**config.mk**
```make
export PLATFORM = sky130hd
export DESIGN_NAME = inst_fetch_flat
export DESIGN_NICKNAME = d
export VERILOG_FILES = /design/src/rtl/inst_fetch_if.sv /design/src/rtl/inst_fetch.sv /design/src/flat_wrapper.sv
export SDC_FILE = /design/constraint.sdc
export NUM_CORES = 1
export LEC_CHECK = 0
export BUFFER_PORTS_ARGS = -buffer_cell sky130_fd_sc_hd__buf_2
export CAP_MARGIN = 20
export CORE_UTILIZATION = 40
export CTS_BUF_LIST = sky130_fd_sc_hd__clkbuf_16
export DETAILED_ROUTE_END_ITERATION = 6
export GPL_TIMING_DRIVEN = 1
export MAX_ROUTING_LAYER = met4
export PLACE_DENSITY_LB_ADDON = 0.2
export SYNTH_ARGS = -nofsm -noshare
export SYNTH_HDL_FRONTEND = slang
export SYNTH_SLANG_ARGS = --single-unit
```
**constraint.sdc**
```tcl
create_clock -name clk -period 6.98 [get_ports clk]
set_input_delay 0.349 -clock clk [delete_from_list [all_inputs] [get_ports clk]]
set_output_delay 0.349 -clock clk [all_outputs]
set_load 0.02 [all_outputs]
```
**src/rtl/inst_fetch_if.sv**
```systemverilog
// Fetch-stage bundle: instruction-memory request/response, execute redirect and
// the decode-side valid/ready handshake.
interface inst_fetch_if;
    logic        imem_req_valid;
    logic        imem_req_ready;
    logic [31:0] imem_addr;
    logic        imem_rsp_valid;
    logic [31:0] imem_rsp_data;
    logic        redirect_valid;
    logic [31:0] redirect_pc;
    logic        id_valid;
    logic        id_ready;
    logic [31:0] id_inst;
    logic [31:0] id_pc;

    modport master (
        output imem_req_valid,
        output imem_addr,
        output id_valid,
        output id_inst,
        output id_pc,
        input  imem_req_ready,
        input  imem_rsp_valid,
        input  imem_rsp_data,
        input  redirect_valid,
        input  redirect_pc,
        input  id_ready
    );

    modport slave (
        input  imem_req_valid,
        input  imem_addr,
        input  id_valid,
        input  id_inst,
        input  id_pc,
        output imem_req_ready,
        output imem_rsp_valid,
        output imem_rsp_data,
        output redirect_valid,
        output redirect_pc,
        output id_ready
    );
endinterface

```
**src/rtl/inst_fetch.sv**
```systemverilog
// Instruction fetch: credit-limited in-order requests, PC pairing FIFO,
// instruction queue to decode, redirect flush with drain of stale responses.
module inst_fetch #(
    parameter logic [31:0] RESET_PC = 32'h0000_0000,
    parameter int unsigned FQ_DEPTH = 2
) (
    input logic          clk,
    input logic          rst_n,
    inst_fetch_if.master bus
);
    localparam int unsigned PW = (FQ_DEPTH > 1) ? $clog2(FQ_DEPTH) : 1;
    localparam int unsigned CW = $clog2(FQ_DEPTH + 1);

    typedef enum logic [1:0] {RESET_WAIT, RUN, DRAIN} state_t;

    state_t        state, state_next;
    logic [31:2]   fpc;
    logic [CW-1:0] outstanding;
    logic [CW-1:0] discard_cnt, discard_next;
    logic [CW-1:0] q_count;
    logic [CW-1:0] rsp_cnt;
    logic [CW:0]   credit_used;
    logic [PW-1:0] pf_wr, pf_rd, q_head, q_tail;
    logic [31:2]   pf_mem [FQ_DEPTH];
    logic [31:2]   q_pc   [FQ_DEPTH];
    logic [31:0]   q_inst [FQ_DEPTH];
    logic          accept, rsp, drop, push, pop, redirect;
    logic          unused_bits;

    function automatic logic [PW-1:0] ptr_inc(input logic [PW-1:0] p);
        return (p == PW'(FQ_DEPTH - 1)) ? '0 : p + PW'(1);
    endfunction

    assign unused_bits = ^bus.redirect_pc[1:0];

    // A response with nothing outstanding belongs to a request abandoned by reset.
    assign rsp         = bus.imem_rsp_valid && (outstanding != '0);
    assign rsp_cnt     = CW'(rsp);
    assign redirect    = bus.redirect_valid;
    assign credit_used = {1'b0, q_count} + {1'b0, outstanding};

    assign bus.imem_req_valid = (state == RUN) && (credit_used < (CW+1)'(FQ_DEPTH)) && !redirect;
    assign bus.imem_addr      = {fpc, 2'b00};
    assign accept             = bus.imem_req_valid && bus.imem_req_ready;

    assign drop = rsp && (discard_cnt != '0);
    assign push = rsp && (discard_cnt == '0) && !redirect;
    assign pop  = bus.id_valid && bus.id_ready;

    assign bus.id_valid = (q_count != '0);
    assign bus.id_inst  = bus.id_valid ? q_inst[q_head] : '0;
    assign bus.id_pc    = bus.id_valid ? {q_pc[q_head], 2'b00} : '0;

    always_comb begin
        discard_next = discard_cnt;
        state_next   = state;
        if (redirect)
            discard_next = outstanding - rsp_cnt;
        else if (drop)
            discard_next = discard_cnt - CW'(1);

        unique case (state)
            RESET_WAIT: state_next = RUN;
            RUN:        if (redirect && (discard_next != '0)) state_next = DRAIN;
            DRAIN:      if (!redirect && (discard_next == '0)) state_next = RUN;
            default:    state_next = RESET_WAIT;
        endcase
    end

    always_ff @(posedge clk or negedge rst_n) begin
        if (!rst_n) begin
            state       <= RESET_WAIT;
            fpc         <= RESET_PC[31:2];
            outstanding <= '0;
            discard_cnt <= '0;
            pf_wr       <= '0;
            pf_rd       <= '0;
        end else begin
            state       <= state_next;
            discard_cnt <= discard_next;
            outstanding <= outstanding + CW'(accept) - rsp_cnt;
            if (redirect)
                fpc <= bus.redirect_pc[31:2];
            else if (accept)
                fpc <= fpc + 30'd1;
            if (accept)
                pf_wr <= ptr_inc(pf_wr);
            // Discarded responses still retire their PC entry to keep pairing aligned.
            if (rsp)
                pf_rd <= ptr_inc(pf_rd);
        end
    end

    always_ff @(posedge clk or negedge rst_n) begin
        if (!rst_n) begin
            q_head  <= '0;
            q_tail  <= '0;
            q_count <= '0;
        end else if (redirect) begin
            q_head  <= '0;
            q_tail  <= '0;
            q_count <= '0;
        end else begin
            if (push)
                q_tail <= ptr_inc(q_tail);
            if (pop)
                q_head <= ptr_inc(q_head);
            q_count <= q_count + CW'(push) - CW'(pop);
        end
    end

    always_ff @(posedge clk) begin
        if (accept)
            pf_mem[pf_wr] <= fpc;
        if (push) begin
            q_inst[q_tail] <= bus.imem_rsp_data;
            q_pc[q_tail]   <= pf_mem[pf_rd];
        end
    end
endmodule

```
**src/flat_wrapper.sv**
```systemverilog
// flat-port wrapper written by rule: the top's interface ports become plain ports
module inst_fetch_flat 
#(
    parameter logic [31:0] RESET_PC = 32'h0000_0000,
    parameter int unsigned FQ_DEPTH = 2
)
  (clk, rst_n, bus_imem_req_valid, bus_imem_addr, bus_id_valid, bus_id_inst, bus_id_pc, bus_imem_req_ready, bus_imem_rsp_valid, bus_imem_rsp_data, bus_redirect_valid, bus_redirect_pc, bus_id_ready);
  inst_fetch_if bus_i ();
  input logic clk;
  input logic rst_n;
  output wire logic [$bits(bus_i.imem_req_valid)-1:0] bus_imem_req_valid;
  output wire logic [$bits(bus_i.imem_addr)-1:0] bus_imem_addr;
  output wire logic [$bits(bus_i.id_valid)-1:0] bus_id_valid;
  output wire logic [$bits(bus_i.id_inst)-1:0] bus_id_inst;
  output wire logic [$bits(bus_i.id_pc)-1:0] bus_id_pc;
  input wire logic [$bits(bus_i.imem_req_ready)-1:0] bus_imem_req_ready;
  input wire logic [$bits(bus_i.imem_rsp_valid)-1:0] bus_imem_rsp_valid;
  input wire logic [$bits(bus_i.imem_rsp_data)-1:0] bus_imem_rsp_data;
  input wire logic [$bits(bus_i.redirect_valid)-1:0] bus_redirect_valid;
  input wire logic [$bits(bus_i.redirect_pc)-1:0] bus_redirect_pc;
  input wire logic [$bits(bus_i.id_ready)-1:0] bus_id_ready;
  assign bus_imem_req_valid = bus_i.imem_req_valid;
  assign bus_imem_addr = bus_i.imem_addr;
  assign bus_id_valid = bus_i.id_valid;
  assign bus_id_inst = bus_i.id_inst;
  assign bus_id_pc = bus_i.id_pc;
  assign bus_i.imem_req_ready = bus_imem_req_ready;
  assign bus_i.imem_rsp_valid = bus_imem_rsp_valid;
  assign bus_i.imem_rsp_data = bus_imem_rsp_data;
  assign bus_i.redirect_valid = bus_redirect_valid;
  assign bus_i.redirect_pc = bus_redirect_pc;
  assign bus_i.id_ready = bus_id_ready;
  inst_fetch #(.RESET_PC(RESET_PC), .FQ_DEPTH(FQ_DEPTH)) u_core (.clk(clk), .rst_n(rst_n), .bus(bus_i));
endmodule
```
==> flow_metrics.tcl <==
set metrics [dict create \
    antenna_left 0 \
    port_buffers 161 \
    syn2layout_area_growth_pct 20.3 \
    max-cap-violations 0 \
    grt_max_degree 63 \
    ys_top_cells_by_count "edfxtp_1, nor2_1, mux2i_1" \
    crit_required_ns 7.16 \
    start_util 0.411 \
    peakVddDrop_v 0.000277 \
    antenna-diode-count 0 \
    tightest_slew_ns 0.944 \
    power_switching_w 0.00150 \
    finalHoldViolCount 0 \
    seqPwrFrac 0.421 \
    yosysSeqAreaShare 0.702 \
    placementRows 55 \
    clkTransAtPathRegs_ns 0.06 \
    post-route-worst-setup-slack_ns 3.78 \
    path_delay_family "simple AND/OR/NAND/NOR gates" \
    crit_arrival_ns 3.38 \
    drt-pass1-iter-count 5 \
    routed_wirelength_um 20100 \
    p_int_w 0.00281 \
    comb_power_share 0.306 \
    outcome "completed" \
    rr_worst_depth 7 \
    synth-edff-count 184 \
    die_w_um 155 \
    critPathMaxStageDelay_ns 0.80 \
    fin_hold_ws_ns 0.0241 \
    routed-via-count 5814 \
    rsz0062_at_grt "no" \
    r2r-start "u_core.outstanding[0]$_DFF_PN0_" \
    ys_async_sr_fraction 0.186 \
    dp.final_hpwl_um 12700 \
    syn_area_mm2 0.00936 \
    cts_max_level 1 \
    synth_most_common_cell "edfxtp_1" \
    power_density_mw_per_mm2 382 \
    routed_via_density 5.08 \
    endpoint_kind "flip-flop" \
    ys_types 50 \
    num_io_pins 168 \
    fin_crit_ns 3.20 \
    synth_top_area_frac 0.590 \
    skew_ns 0.0131 \
    yosysWarnings 0 \
    dp_cells 1099 \
    drc 0 \
    start_kind "flip-flop" \
    fmax_mhz 312 \
    cp_slowest_cell "and4_1" \
    cts_buffers 24 \
    cts_setup_buffers 0 \
    final_nets 890 \
    crit_fanout 23 \
    clockBufferDepth 3 \
    fp.dieH_um 155 \
    syn_area_per_cell_um2 14.4 \
    final_cell_count_no_fill 1145 \
    post_drt_wl_per_cell_um 17.5 \
    ff2ff_setup_slack_ns 3.78 \
    fin_crit_sh 0.459 \
    yosys-top-cells-area "edfxtp_1, dfrtp_1, mux2i_1, nor2_1, mux2_2" \
    fill_cells 2002 \
    cp_num_buf_inv 2 \
    clock_power_share 0.273 \
    drtIter0Drc 302 \
    hold_path_depth 1 \
    r2r-end "u_core.pf_mem[1][26]$_DFFE_PP_" \
    netlist.top_cell.by_area "edfxtp_1" \
    p_sw_frac 0.347 \
    min_from "bus_imem_rsp_data[0]" \
    grt_util_all_layers 0.174 \
    synth_ff_type "edfxtp_1" \
    hold_end "u_core.q_inst[1][0]$_DFFE_PP_" \
    cts.repair.resized 0 \
    synthCells 649 \
    crit_top_cell "nor2_1" \
    fin_setup_tns_ns 0 \
    setup_viol 0 \
    drv_slew 0 \
    clk_latency_ns 0.51 \
    grt-ovfl-total 0 \
    relSlewSlack 0.371 \
    grt_pass1_vias 5883 \
    final_util 0.495 \
    clock-sinks 226 \
    tritoncts "built" \
    antenna_found_initial 0 \
    p_leak_nw 4.29 \
    die_area_mm2 0.0240 \
    cts_root_buf "clkbuf_16" \
    path_class "flip-flop to flip-flop" \
    pre_cts_ws_ns 3.79 \
    ys_ff_latch 226 \
    gp_congestion 0.807 \
    cp_cell_sequence "inv_1 -> nor2_1 -> fa_1 -> nor2_1 -> and4_1 -> and2_1 -> buf_4" \
    core_area_mm2 0.0228 \
    drive_gt1_frac 0.293 \
    hp-class "primary input to flip-flop" \
    grt_pass1_wl_um 31700 \
]
## worst reg2reg max path: stages (launching register included)
cell and delay, ns:
dfrtp_1 0.39, inv_1 0.13, nor2_1 0.08, fa_1 0.43
nor2_1 0.17, and4_1 0.80, and2_1 0.46, buf_4 0.38
## final cells by class
cell class | count | area [um^2] | area share
Clock buffer | 25 | 626 | 0.0555
Clock inverter | 19 | 109 | 0.00966
Inverter | 12 | 45.0 | 0.00400
Multi-Input combinational cell | 379 | 2620 | 0.232
Sequential cell | 226 | 6580 | 0.584
Tap cell | 313 | 392 | 0.0348
Timing Repair Buffer | 171 | 896 | 0.0795
## logic make-up (layout without fill, tap and decap cells)
logic type                 Yosys count  in the layout  synth area share
DFF                                226            226             0.702
xor gates and xnor gates            14             14            0.0131
and+or+nand+nor                    192            192             0.100
muxes                               94             94             0.105
adders and majority gates            6              6           0.00882
other                                1              4          0.000401
buffers and inverters               47            227            0.0211
AOI/OAI and AO/OA                   69             69            0.0497
## worst max path at each step
stage,slack (ns),depth (start not counted),startpoint,end
after detailed placement,3.79,7,u_core.outstanding[0]$_DFF_PN0_,u_core.pf_mem[1][27]$_DFFE_PP_
final,3.78,7,u_core.outstanding[0]$_DFF_PN0_,u_core.pf_mem[1][26]$_DFFE_PP_
after global placement,3.83,7,u_core.q_count[0]$_DFF_PN0_,u_core.pf_mem[1][26]$_DFFE_PP_
after CTS,3.77,7,u_core.outstanding[0]$_DFF_PN0_,u_core.pf_mem[1][26]$_DFFE_PP_
after global routing,3.55,7,u_core.outstanding[0]$_DFF_PN0_,u_core.pf_mem[1][27]$_DFFE_PP_
after floorplan,1.37,4,u_core.outstanding[1]$_DFF_PN0_,u_core.q_inst[0][0]$_DFFE_PP_
## sequential cells by signal, summed over array words and instances (netlist names)
| register | cells |
|---|---|
| u_core.outstanding | 2 |
| u_core.q_count | 2 |
| u_core.discard_cnt | 2 |
| u_core.q_tail | 1 |
| u_core.pf_wr | 1 |
| u_core.q_pc | 60 |
| u_core.q_inst | 64 |
| u_core.state | 2 |
| u_core.fpc | 30 |
| u_core.pf_mem | 60 |
| u_core.q_head | 1 |
| u_core.pf_rd | 1 |
## cells in the final DEF (no fill, tap or decap), types with 3 or more instances in the layout
master,instances
a21oi_1,5
a221o_1,4
a22oi_1,6
a31oi_1,4
and2_1,6
and3_1,7
buf_2,161
buf_4,8
clkbuf_16,25
clkinv_2,6
conb_1,4
dfrtp_1,41
edfxtp_1,184
ha_1,5
inv_1,21
mux2_2,30
mux2i_1,64
nand2_1,31
nand3_1,18
nand3b_1,4
nand4_1,11
nor2_1,92
nor3_1,3
o211ai_1,6
o21ai_0,26
o311ai_0,7
xnor2_1,8
xor2_1,6
## metal layers
metal | vias up | share of wire | global-route usage
met3 | 34 | 0.064 | 0.0357
met1 | 2833 | 0.45 | 0.223
met5 | - | 0 | -
met2 | 191 | 0.47 | 0.276
met4 | 0 | 0.022 | 0.0608
li1 | 2756 | - | -
## stage by stage
stage	cell area (um^2)	total power (W)
6_report	11300	0.00431
5_1_grt	11300	0.00455
2_1_floorplan	9370	0.00272
3_3_place_gp	10500	0.00314
4_1_cts	11200	0.00436
3_5_place_dp	10500	0.00318
## repair_timing
| action | in CTS | in global routing |
|---|---|---|
| endpoints found under the hold margin | 0 | 42 |
| setup endpoints to repair | 0 | 0 |
| hold buffers | 0 | 1 |
## power groups by stage
stage / clock (W) / combinational, W / sequential, W
5_1_grt: 0.00126 / 0.00145 / 0.00184
4_1_cts: 0.00120 / 0.00134 / 0.00181
6_report: 0.00118 / 0.00132 / 0.00181
3_3_place_gp: 0 / 0.00131 / 0.00183
3_5_place_dp: 0 / 0.00134 / 0.00184
2_1_floorplan: 0 / 0.000924 / 0.00180
Power figures use the tool's default switching activity.
